===== src/rtl/lsu.sv =====
// Load/store unit: one outstanding byte/halfword/word access, split into two
// word-aligned bus beats when misaligned, with sign/zero-extended load results.
module lsu #(
   parameter int DW = 32,
   parameter int AW = 32
) (
   input  logic          clk,
   input  logic          rst,
   input  logic          mem_req_i,
   input  logic          mem_we_i,
   input  logic [AW-1:0] mem_addr_i,
   input  logic [DW-1:0] mem_wdata_i,
   input  logic [2:0]    byte_sel_i,
   output logic [DW-1:0] rdata_o,
   output logic          done_o,
   output logic          hold_o,
   output logic          bus_req_o,
   output logic          bus_we_o,
   output logic [AW-1:0] bus_addr_o,
   output logic [3:0]    bus_be_o,
   output logic [DW-1:0] bus_wdata_o,
   input  logic          bus_gnt_i,
   input  logic          bus_rvalid_i,
   input  logic [DW-1:0] bus_rdata_i
);

   typedef enum logic [2:0] {IDLE, REQ0, WAIT0, REQ1, WAIT1, DONE} state_t;

   state_t        state;
   logic          we_q;
   logic          split_q;
   logic [1:0]    k_q;
   logic [2:0]    sel_q;
   logic [AW-1:0] addr_q;
   logic [3:0]    be1_q;
   logic [DW-1:0] wdata1_q;
   logic [DW-1:0] lo_q;

   logic [3:0]      mask_n;
   logic [7:0]      be_n;
   logic [2*DW-1:0] wdata_n;

   // Lane placement of the incoming request across a two-word window.
   always_comb begin
      // NOTE: every always_comb output gets a default first so no path can infer a latch.
      mask_n = 4'b1111;
      case (byte_sel_i)
         3'b000, 3'b100: mask_n = 4'b0001;
         3'b001, 3'b101: mask_n = 4'b0011;
         default:        mask_n = 4'b1111;
      endcase
      be_n    = {4'b0000, mask_n} << mem_addr_i[1:0];
      wdata_n = {{DW{1'b0}}, mem_wdata_i} << {mem_addr_i[1:0], 3'b000};
   end

   function automatic logic [DW-1:0] extend(input logic [2*DW-1:0] pair,
                                            input logic [1:0]      k,
                                            input logic [2:0]      sel);
      logic [2*DW-1:0] shifted;
      logic [DW-1:0]   raw;
      shifted = pair >> {k, 3'b000};
      raw     = shifted[DW-1:0];
      case (sel)
         3'b000:  extend = {{(DW-8){raw[7]}}, raw[7:0]};
         3'b100:  extend = {{(DW-8){1'b0}}, raw[7:0]};
         3'b001:  extend = {{(DW-16){raw[15]}}, raw[15:0]};
         3'b101:  extend = {{(DW-16){1'b0}}, raw[15:0]};
         default: extend = raw;
      endcase
   endfunction

   assign hold_o = (state == IDLE && mem_req_i) ||
                   state == REQ0 || state == WAIT0 || state == REQ1 || state == WAIT1;

   always_ff @(posedge clk) begin
      if (rst) begin
         state       <= IDLE;
         done_o      <= 1'b0;
         rdata_o     <= '0;
         bus_req_o   <= 1'b0;
         bus_we_o    <= 1'b0;
         bus_addr_o  <= '0;
         bus_be_o    <= '0;
         bus_wdata_o <= '0;
      // NOTE: the captured request/datapath registers are not reset; each is written at capture before it is read.
      end else begin
         done_o  <= 1'b0;
         rdata_o <= '0;
         // A beat's bus signals hold until granted, then drop unless a new beat is launched below.
         if (!bus_req_o || bus_gnt_i) begin
            bus_req_o   <= 1'b0;
            bus_we_o    <= 1'b0;
            bus_addr_o  <= '0;
            bus_be_o    <= '0;
            bus_wdata_o <= '0;
         end
         case (state)
            IDLE: if (mem_req_i) begin
               we_q        <= mem_we_i;
               k_q         <= mem_addr_i[1:0];
               sel_q       <= byte_sel_i;
               split_q     <= |be_n[7:4];
               addr_q      <= {mem_addr_i[AW-1:2], 2'b00};
               be1_q       <= be_n[7:4];
               wdata1_q    <= wdata_n[2*DW-1:DW];
               bus_req_o   <= 1'b1;
               bus_we_o    <= mem_we_i;
               bus_addr_o  <= {mem_addr_i[AW-1:2], 2'b00};
               bus_be_o    <= be_n[3:0];
               bus_wdata_o <= wdata_n[DW-1:0];
               state       <= REQ0;
            end
            REQ0: if (bus_gnt_i) begin
               if (we_q && split_q) begin
                  bus_req_o   <= 1'b1;
                  bus_we_o    <= 1'b1;
                  bus_addr_o  <= addr_q + AW'(4);
                  bus_be_o    <= be1_q;
                  bus_wdata_o <= wdata1_q;
                  state       <= REQ1;
               end else if (we_q) begin
                  done_o <= 1'b1;
                  state  <= DONE;
               end else begin
                  state <= WAIT0;
               end
            end
            WAIT0: if (bus_rvalid_i) begin
               lo_q <= bus_rdata_i;
               if (split_q) begin
                  bus_req_o   <= 1'b1;
                  bus_we_o    <= 1'b0;
                  bus_addr_o  <= addr_q + AW'(4);
                  bus_be_o    <= be1_q;
                  bus_wdata_o <= '0;
                  state       <= REQ1;
               end else begin
                  done_o  <= 1'b1;
                  rdata_o <= extend({{DW{1'b0}}, bus_rdata_i}, k_q, sel_q);
                  state   <= DONE;
               end
            end
            REQ1: if (bus_gnt_i) begin
               if (we_q) begin
                  done_o <= 1'b1;
                  state  <= DONE;
               end else begin
                  state <= WAIT1;
               end
            end
            WAIT1: if (bus_rvalid_i) begin
               done_o  <= 1'b1;
               rdata_o <= extend({bus_rdata_i, lo_q}, k_q, sel_q);
               state   <= DONE;
            end
            default: state <= IDLE;
         endcase
      end
   end

endmodule


===== config.mk =====
export PLATFORM = sky130hd
export DESIGN_NAME = lsu
export DESIGN_NICKNAME = d
export VERILOG_FILES = /design/src/rtl/lsu.sv
export SDC_FILE = /design/constraint.sdc
export NUM_CORES = 1
export LEC_CHECK = 0
export CORE_UTILIZATION = 40
export CTS_BUF_LIST = sky130_fd_sc_hd__clkbuf_2
export DETAILED_ROUTE_END_ITERATION = 8
export DONT_BUFFER_PORTS = 1
export GPL_TIMING_DRIVEN = 1
export PLACE_DENSITY = 0.57
export RECOVER_POWER = 100
export SETUP_SLACK_MARGIN = 0.2
export SYNTH_ARGS = -nofsm -noshare
export SYNTH_HDL_FRONTEND = slang
export SYNTH_SLANG_ARGS = --single-unit

===== constraint.sdc =====
create_clock -name clk -period 3.2 [get_ports clk]
set_input_delay 0.8 -clock clk [delete_from_list [all_inputs] [get_ports clk]]
set_output_delay 0.8 -clock clk [all_outputs]
set_load 0.005 [all_outputs]

Word level (Yosys, flattened, before mapping)
Index checks and enable logic that the tools add are counted.
{"block": "word_totals", "register_bits": 211, "input_bits": 105, "output_inout_bits": 104}
{"block": "op_classes", "n_addsub": 1, "eq_ne": 15, "shift": 4, "n_mux": 60, "n_bitwise": 1, "n_reduce_logical": 17}
{"cell": "32-bit two-way mux", "count": 15}
{"cell": "32-bit one-hot mux with 4 select lines", "count": 2}
{"cell": "32-bit one-hot mux with 3 select lines", "count": 2}
{"cell": "32-bit one-hot mux with 2 select lines", "count": 1}
{"cell": "32-bit by 5-bit left shift with 64-bit output", "count": 1}
{"cell": "64-bit by 5-bit >> shifter with 32-bit output", "count": 1}
{"cell": "32-bit by 3-bit adder with 32-bit output, second input constant", "count": 1}
{"cell": "32-bit by 5-bit >> shifter with 32-bit output", "count": 1}
{"cell": "3-bit two-way mux", "count": 8}
{"cell": "4-bit two-way mux", "count": 6}
{"cell": "1-bit two-way mux", "count": 20}
{"cell": "3-bit equality test, second input constant", "count": 5}
{"cell": "3-bit one-hot mux with 5 select lines", "count": 1}
{"cell": "4-bit one-hot mux with 3 select lines", "count": 1}
{"cell": "2-bit inequality test, second input constant", "count": 5}
{"cell": "3-bit by 1-bit equality test with 1-bit output, second input constant", "count": 3}
{"cell": "3-bit logical NOT", "count": 3}
{"cell": "4-bit one-hot mux with 2 select lines", "count": 1}
{"cell": "4-bit by 2-bit left shift with 8-bit output", "count": 1}
{"cell": "3-bit by 2-bit equality test with 1-bit output, second input constant", "count": 2}
{"cell": "1-bit one-hot mux with 3 select lines", "count": 2}
{"cell": "3-bit AND reduction", "count": 2}
{"cell": "1-bit logical OR", "count": 5}
{"cell": "5-bit AND reduction", "count": 1}
{"cell": "6 further kinds", "count": 8}

Depth between registers and ports, before layout
{"block": "logic_depth", "depth_word": 6, "ltp_mapped": 8}

Worst setup path after synthesis
Ideal clock, no wire load.
{"block": "synth_timing", "path_kind": "in2reg", "start": "in rst", "end": "reg lo_q[0] (enable)", "arrival_ns": 2.575, "slack_ns": 0.203, "path_stages": 3, "path_cell_list": "clkbuf_1 > clkbuf_1 > nor2_1"}
{"block": "synth_via", "elab_chain_cells": 2}
{"element": "from (decl)", "line_no": "8", "rtl": "input logic rst,"}
{"element": "1-bit inverter (no source line)"}
{"element": "3-bit AND reduction (no source line)"}
{"element": "to (signal assigned)", "line_no": "129", "rtl": "lo_q <= bus_rdata_i;"}
{"element": "to (decl)", "line_no": "37", "rtl": "logic [DW-1:0] lo_q;"}
Every way passes these cells.
A chain may end at the register's enable or synchronous reset.

Worst setup path after layout
{"block": "layout_timing", "start": "reg state[0]", "end": "reg we_q (enable)"}
{"block": "layout_via", "elab_chain_cells": 2}
{"element": "from (decl)", "line_no": "29", "rtl": "state_t state;"}
{"element": "from (signal assigned)", "line_no": "77", "rtl": "state <= IDLE;"}
{"element": "from (signal assigned)", "line_no": "111", "rtl": "state <= REQ0;"}
{"element": "from (signal assigned)", "line_no": "120", "rtl": "state <= REQ1;"}
{"element": "3-bit logical NOT", "line_no": "97", "rtl": "case (state)"}
{"element": "3-bit AND reduction (no source line)"}
{"element": "to (signal assigned)", "line_no": "99", "rtl": "we_q <= mem_we_i;"}
{"element": "to (decl)", "line_no": "30", "rtl": "logic we_q;"}
Every way passes these cells.

==> impl_metrics.csv <==
group,metric,value,unit
finish,stdcell_count,1313,
synth,syn-mean-instance-area,10.8,sq um
finish,fin_area,10900,sq um
global_routing,use_met1,28.8,%
clock_network,cts.htree.levels,2,
detailed_routing,wl_per_cell,21.2,microns
worst_setup_path,required,3740,ps
sta,report.final.slew_viol_count,17,
synth,synth_fp_nets,983,
synth,netlist_top_cells_area,"edfxtp_1, dfxtp_1, mux2i_1, nor2_1, mux2_2",
clock_network,cts.clk_slew.worst_paths,100,ps
floorplan,io_pins,209,
finish,area_delta_synth_final,14.9,%
hold_path,hold_class,"input pin to flop",
global_routing,grt_usage,22.6,%
synth,yosysWarnings,0,
placed_design,routabilityCongestion,0.829,
detailed_routing,drt_pass1_iterations,5,
synth,yosys-top-cells-count,"dfxtp_1, edfxtp_1, nor2_1",
synth,netlist_area,9470,sq um
synth,netlist_instances,877,
floorplan,core_area,22900,sq um
synth,synth-adder-area-share,0.132,%
finish,multiInputGateArea,4130,sq um
clock_network,clock-sinks,202,
finish,layout.nets,1059,
clock_network,cts_root_buf,"clkbuf_2",
floorplan,start_util,41.3,%
clock_network,cts_setup_buffers,0,
synth,ys_seq_area_share,52.8,%
global_routing,grt.busiest_layer,"met2",
worst_setup_path,crit_type,"flop to flop",
floorplan,dieArea,24300,sq um
power_and_ir_drop,p_total,5.45,mW
synth,synth-async-reset-ratio,0,%
clock_network,cts_buffer_depth,3,
sta,setup-tns-final,0,ps
power_and_ir_drop,p_leak,3.87,nW
detailed_routing,ant_nets,0,
global_routing,antenna_found_initial,1,
worst_setup_path,path_max_fanout,17,
synth,synthXorXnorAreaFrac,2.68,%
synth,synth_edf_count,96,
sta,rsz0062_at_grt,"false",
global_routing,grt_pass1_wl,42.3,mm
detailed_routing,drc,0,
worst_setup_path,cp-end-kind,"flop",
clock_network,insertion_delay,850,ps
sta,max_freq,356,MHz
worst_setup_path,arrival,3350,ps
sta,layout_setup_ws,391,ps
outcome,status,"finished with violations",
floorplan,die_w,156,microns
global_routing,use_met2,36.5,%
sta,final.period_utilization,87.8,%
synth,ys_seq_elements,202,
detailed_routing,routed_wl,27.9,mm
global_routing,grt_start_max_net_pins,48,
floorplan,die_h,156,microns
detailed_routing,first_iter_violations,615,
synth,synth_top_family_by_area,"compound AO/OA/AOI/OAI gates",
synth,synth_compound_area_share,16.4,%
sta,timing.slew.headroom,-9.39,%
synth,netlist-cell-type-count,63,
detailed_routing,vias,7503,
power_and_ir_drop,power_per_cell_area,501,nW/um^2
sta,hold_viol_final,0,
sta,fin_crit,2810,ps
finish,fillers,2138,
finish,seqCellArea,5010,sq um
sta,setup_viol,0,
synth,dominantRegCellSynth,"dfxtp_1",
synth,synthMuxAreaShare,10.2,%
detailed_routing,routed_via_density,5.71,
clock_network,cts_tree,"built",
global_routing,grt_overflow,0,
placed_design,dpl.hpwl,18.0,mm
finish,drive_above_1_share,16.7,%
outcome,violations,"capacitance limit, slew limit",
synth,yosys.area.top_type,"edfxtp_1",
placed_design,io_buffers,0,
global_routing,use_met3,7.06,%
global_routing,grt_pass1_vias,7359,
power_and_ir_drop,vdd_drop_max,234,uV
placed_design,placed_cells,1150,
sta,worst_pin_slew,1640,ps
synth,yosys.area_share.simple,14.2,%
synth,synth_top_cell_area_share,30.4,%
sta,skew,67.2,ps
synth,yosysMostFrequentCell,"dfxtp_1",
worst_setup_path,cp-start-kind,"flop",
floorplan,rows,55,
placed_design,postPlaceCellArea,9830,sq um
placed_design,pre_cts_ws,637,ps
job,max_cap_viol_count,1,
clock_network,cts_buffers,54,
cells in the final DEF, fill, tap and decap left out, types with 11 or more instances in the layout:
cell type,count
buf_4,12
xnor2_1,14
and3_1,12
clkbuf_2,87
a22oi_1,21
o21ai_0,41
dfxtp_1,104
a32oi_1,11
a222oi_1,23
dlygate4sd3_1,59
nor2b_1,15
nand3_1,23
mux2_2,25
edfxtp_1,96
inv_1,11
nand2_1,66
clkinv_1,15
a211oi_1,23
a21oi_1,41
mux2i_1,47
nor2_1,91
xor2_1,15
critical path, stage by stage, from the launching register on:
cell and delay [ps]:
dfxtp_2 410, nor2_1 250, nand3b_1 310, nor2_1 1120, clkbuf_2 410
per-stage QoR:
step,hold WS (ps),utilization (%)
3_3_place_gp,471,42.9
3_5_place_dp,473,42.9
6_report,88.7,47.5
5_1_grt,12.7,47.5
4_1_cts,0.254,47.2
2_1_floorplan,448,-
flip-flops by register name (all words and copies together), names as in the netlist:
name         flops
addr_q          30
be1_q            3
bus_addr_o      32
bus_be_o         4
bus_req_o        1
bus_wdata_o     32
bus_we_o         1
done_o           1
k_q              2
lo_q            32
rdata_o         32
sel_q            3
split_q          1
state            3
wdata1_q        24
we_q             1
area by class of cell:
type	count	area share (%)
clock inverter	19	0.713
multi-input combinational	600	37.9
sequential	202	46.0
tap	313	3.60
clock buffer	83	3.82
timing repair buffer	84	7.50
inverter	11	0.379
antenna	1	0.0230
final timing paths:
kind / from / endpoint / slack (ps) / cells after the start
setup / recovery: state[0] / we_q / 390 / 4
hold / removal: mem_addr_i[9] / addr_q[9] / 90 / 0
setup reg to reg: state[0] / we_q / 390 / 4
hold reg to reg: wdata1_q[23] / bus_wdata_o[23] / 490 / 2
kinds of logic (layout without fill, tap and decap cells):
family,count (synthesis),in the layout
multiplexers,82,82
other,0,1
buffers and inverters,75,197
flip-flops,202,202
adder cells (fa/ha/maj),1,1
AO/OA/AOI/OAI,219,219
AND/OR/NAND/NOR,269,269
XOR/XNOR,29,29
power by group:
part	internal (mW)	total, mW	switching (mW)
clock	0.695	1.82	1.12
sequential	2.85	2.97	0.119
combinational	0.306	0.669	0.363
total	3.85	5.45	1.60
per-layer routing:
layer  vias to the layer above  routed length [microns]
li1                       3520                        -
met5                         -                        0
met2                       342                    13100
met4                         0                      593
met3                        48                     2900
met1                      3593                    11300
what timing repair did:
item / in CTS / in global routing
hold buffers: 49 / 11
setup endpoints to repair: 1 / 1
endpoints found under the hold margin: 95 / 11
gates resized for setup: 1 / 2
Power figures use the tool's default switching activity.
==> edit 1: new RTL, same flow settings <==
The 6 states of `state_t` get a Gray code encoding in 3 bits.
--- a/src/rtl/lsu.sv
+++ b/src/rtl/lsu.sv
@@ -24,7 +24,7 @@
    input  logic [DW-1:0] bus_rdata_i
 );
 
-   typedef enum logic [2:0] {IDLE, REQ0, WAIT0, REQ1, WAIT1, DONE} state_t;
+   typedef enum logic [2:0] {IDLE = 3'b000, REQ0 = 3'b001, WAIT0 = 3'b011, REQ1 = 3'b010, WAIT1 = 3'b110, DONE = 3'b111} state_t;
 
    state_t        state;
    logic          we_q;
Behaviour: no difference found for any inputs over 4 cycles, from zero or initial values and one cycle with rst high; so few cycles prove little.
==> edit 1 against the original RTL <==
Synthesized area grew 2.5%. Design area shrank 0.10%. Wire length is 0.85% higher. Via count grew 2.1%. Sequential cell count unchanged. Setup slack gained 0.063 ns. Power is 2.6% higher. Count of clock-buffer cells in the layout up 2. Die area rose by 2.5%. Sequential power down 1%. Critical endpoint is now bus_addr_o[18].
==> edit 1: results (changes against the original RTL) <==
* Global-route wire length before repair at 42800 microns (was 42300 microns)
* Worst-Skew Late Latency at 0.87 ns (was 0.85 ns)
* Final nets at 1078 (was 1059)
* Register area share after synthesis at 51.5% (was 52.8%)
* Layout cell share with drive strength beyond 1 at 16.0% (was 16.7%)
* Hold violation count in the final report at 0 (unchanged)
* Largest net degree at the start of global routing at 59 (was 48)
* Reg2Reg Setup Slack at 0.45 ns (was 0.39 ns)
* Achievable Freq at 0.364 GHz (was 0.356 GHz)
* Crit path DAT at 3.45 ns (was 3.35 ns)
* Hold_ws at 0.0813 ns (was 0.0887 ns)
* Num CTS Buffers at 56 (was 54)
* Synth Flop Type: dfxtp_1 (unchanged)
* Clk root buf: clkbuf_2 (unchanged)
* Clk slew on worst S/H paths at 0.12 ns (was 0.10 ns)
* DRT Wirelength at 28100 microns (was 27900 microns)
* Max cap viols at 0 (was 1)
* Synth Warn # at 0 (unchanged)
* Max Clock Skew at 0.0971 ns (was 0.0672 ns)
* Vias post-DR at 7659 (was 7503)
* Synth area leaders: edfxtp_1 30%, dfxtp_1 22%, mux2i_1 4.3% (was edfxtp_1 30%, dfxtp_1 22%, mux2i_1 5.0%)
* H-tree Lvls at 2 (unchanged)
* DRT Pass-1 Iters at 5 (unchanged)
* Initial antenna violation count at 2 (was 1)
* Pre-CTS WS at 0.576 ns (was 0.637 ns)
* Placed inst area at 9950 sq um (was 9830 sq um)
* GPL Wtd Cong at 0.820 (was 0.829)
* Slew margin rel. at 35.4% (was -9.39%)
* Asr flop ratio synth at 0% (unchanged)
* Cell variety after synth at 69 (was 63)
* Max VDD drop at 0.239 mV (was 0.234 mV)
* Total GRT Usage at 22.5% (was 22.6%)
* Status: complete, no violations (was complete, but fails checks)
* Iteration-0 DRC Markers at 625 (was 615)
* Syn_nets at 1031 (was 983)
* Port bufs at 0 (unchanged)
* Total leakage power at 3.87 nW (about the same)
* Hold Path Class: in -> reg (unchanged)
* Post-synth top cells: 106 x dfxtp_1, 96 x edfxtp_1, 92 x nor2_1 (unchanged)
* Vias in the first global route at 7563 (was 7359)
* Post-synth EDFFs at 96 (unchanged)
* Clock Tree Buf Depth at 3 (unchanged)
* Post-CTS Setup Repair Bufs at 0 (unchanged)
* Post-DP HPWL at 18300 microns (was 18000 microns)
* Critical Path Fanout Max at 32 (was 17)
==> edit 1: what timing repair did <==
| item | in CTS | in global routing |
|---|---|---|
| hold buffers | 39 | 1 |
| setup endpoints to repair | 0 | 1 |
| endpoints found under the hold margin | 78 | 1 |
| gates resized for setup | 0 | 1 |
==> edit 1: final timing paths <==
path | end | cells past startpoint | start
worst max register to register | bus_addr_o[18] | 7 | state[2]
worst max-delay path | bus_addr_o[18] | 7 | state[2]
worst min-delay path | bus_wdata_o[7] | 2 | mem_wdata_i[7]
worst min register to register | bus_addr_o[4] | 2 | bus_addr_o[4]
==> edit 1: critical path, stage by stage (launching register included) <==
cell,delay (ns)
dfxtp_1,0.45
buf_4,0.23
nor4b_1,0.08
buf_4,0.27
a211oi_1,0.47
clkbuf_1,0.78
a22oi_1,0.15
o22ai_1,0.20
==> edit 1: area by class of cell <==
cell class	count	area, sq um
Antenna cell	2	5.00
Clock buffer	85	425
Clock inverter	21	144
Fill cell	2287	12700
Inverter	16	63.8
Multi-Input combinational cell	632	4250
Sequential cell	202	5010
Tap cell	319	399
Timing Repair Buffer	64	574
==> edit 1: where the power goes <==
group,switching (mW),leakage [nW],total [mW],internal (mW)
combinational,0.386,1.69,0.658,0.272
clock,1.12,0.428,2.00,0.882
sequential,0.0984,1.75,2.93,2.83
==> edit 1: stage by stage <==
step	util (%)	cells
after floorplan	-	925
after global placement	42.1	1193
after detailed placement	42.1	1193
after CTS	46.2	1338
after global routing	46.0	1341
final	46.0	1341
==> edit 1: cells by family after synthesis <==
| logic type | after synthesis | synth area share, % |
|---|---|---|
| XOR/XNOR | 29 | 2.62 |
| adder cells (fa/ha/maj) | 1 | 0.129 |
| buffers and inverters | 91 | 4.45 |
| multiplexers | 77 | 9.32 |
| AO/OA/AOI/OAI | 252 | 17.9 |
| AND/OR/NAND/NOR | 273 | 14.0 |
| flip-flops | 202 | 51.5 |
==> edit 1: per-layer routing <==
| layer | track usage [%] | wire length [microns] |
|---|---|---|
| met5 | 0 | 0 |
| met2 | 34.6 | 12800 |
| met4 | 7.67 | 602 |
| met1 | 28.5 | 11700 |
| met3 | 9.14 | 3090 |
==> edit 2: new RTL, same settings <==
Made on the original files. Change the parameter `AW` from 32 to 16.
--- a/src/rtl/lsu.sv
+++ b/src/rtl/lsu.sv
@@ -2,7 +2,7 @@
 // word-aligned bus beats when misaligned, with sign/zero-extended load results.
 module lsu #(
    parameter int DW = 32,
-   parameter int AW = 32
+   parameter int AW = 16
 ) (
    input  logic          clk,
    input  logic          rst,
Interface: changed (resized bus_addr_o and mem_addr_i); port bits go from 209 to 177. No check against the original RTL was run, so the function may have changed too.
==> edit 2 against the original RTL <==
Fmax increased by 2.5%. Count of clock-buffer cells in the layout fell by 65. Design area is 19% lower. Synthesized area down 14%. Setup slack better by 0.068 ns. Synthesized cell count decreased by 17%. Power shrank 24%. Critical path depth increased by 1. Sequential share of layout area is 2.0 points higher. Sequential cell count fell by 32. Wire length fell by 17%. Critical endpoint is now bus_be_o[2]. Largest cell class unchanged.
==> edit 2: results (changes against the original RTL) <==
* H-tree Lvls at 4 (was 2)
* Cts repair resizes at 0 (was 1)
* Syn_nets at 819 (was 983)
* Post-synth top cells: 90 x dfxtp_1, 80 x edfxtp_1, 69 x nor2_1 (was 106 x dfxtp_1, 96 x edfxtp_1, 92 x nor2_1)
* Post-synth EDFFs at 80 (was 96)
* Largest net degree at the start of global routing at 66 (was 48)
* Iteration-0 DRC Markers at 475 (was 615)
* Total GRT Usage at 22.0% (was 22.6%)
* Register area share after synthesis at 51.7% (was 52.8%)
* Num CTS Buffers at 17 (was 54)
* Initial antenna violation count at 2 (was 1)
* DRT Pass-1 Iters at 8 (was 5)
* Slew margin rel. at 15.9% (was -9.39%)
* Worst hold path startpoint: rst (was mem_addr_i[9])
* Final nets at 807 (was 1059)
* Status: complete, no violations (was complete, but fails checks)
* Clock Tree Buf Depth at 2 (was 3)
* Global-route wire length before repair at 34500 microns (was 42300 microns)
* Layout cell share with drive strength beyond 1 at 14.7% (was 16.7%)
* Post-DP HPWL at 15300 microns (was 18000 microns)
* Vias in the first global route at 5924 (was 7359)
* Synth area leaders: edfxtp_1 30%, dfxtp_1 22%, mux4_2 5.0% (was edfxtp_1 30%, dfxtp_1 22%, mux2i_1 5.0%)
* Crit path DAT at 3.41 ns (was 3.35 ns)
* DRT Wirelength at 23200 microns (was 27900 microns)
* Max VDD drop at 0.275 mV (was 0.234 mV)
* Reg2Reg Setup Slack at 0.46 ns (was 0.39 ns)
## edit 2: area by class of cell
cell class | instances | area (sq um)
fillers | 1845 | 11000
flip-flops and latches | 170 | 4200
multi-input cells | 486 | 3630
well taps | 265 | 332
repair buffers | 33 | 275
clock inverters | 14 | 188
clock buffers | 18 | 90.1
inverters | 9 | 33.8
diodes | 3 | 7.51
## edit 2: per-layer routing
| metal | global-route usage [%] | vias to the layer above | part of all wire [%] |
|---|---|---|---|
| met4 | 6.59 | 0 | 1.5 |
| met3 | 8.58 | 19 | 9.4 |
| met1 | 29.1 | 3022 | 42 |
| li1 | - | 2801 | - |
| met5 | 0 | - | 0 |
| met2 | 33.0 | 232 | 47 |
## edit 2: worst paths after layout
check / to
setup / recovery: bus_be_o[2]
hold / removal: bus_wdata_o[17]
setup reg to reg: bus_be_o[2]
hold reg to reg: bus_be_o[3]
## edit 2: kinds of logic after synthesis
group,count (synthesis)
AND/OR/NAND/NOR,219
AO/OA/AOI/OAI,180
flip-flops,170
multiplexers,80
buffers and inverters,73
XOR/XNOR,6
adder cells (fa/ha/maj),1
## edit 2: power by group
| part | leakage (nW) | switching [mW] | internal (mW) |
|---|---|---|---|
| Combinational | 1.43 | 0.243 | 0.201 |
| Sequential | 1.47 | 0.0670 | 2.36 |
| Clock | 0.163 | 0.820 | 0.465 |
| Total | 3.06 | 1.13 | 3.03 |
## edit 2: through the flow
stage	std cells	setup WS [ns]
final	998	0.459
after global routing	997	0.226
after detailed placement	949	0.833
after global placement	949	0.854
after floorplan	729	0.167
after CTS	981	0.505
## edit 2: timing repair
| action | CTS | global route |
|---|---|---|
| endpoints found under the setup margin | 0 | 0 |
| hold buffers | 0 | 14 |
| endpoints found under the hold margin | 0 | 30 |
## edit 2: critical path, delay by kind of cell (launching register included)
| family | cells | cell delay [ns] |
|---|---|---|
| compound gates | 2 | 1.17 |
| flops | 1 | 0.69 |
| simple gates | 2 | 0.52 |
| buf+inv | 1 | 0.33 |
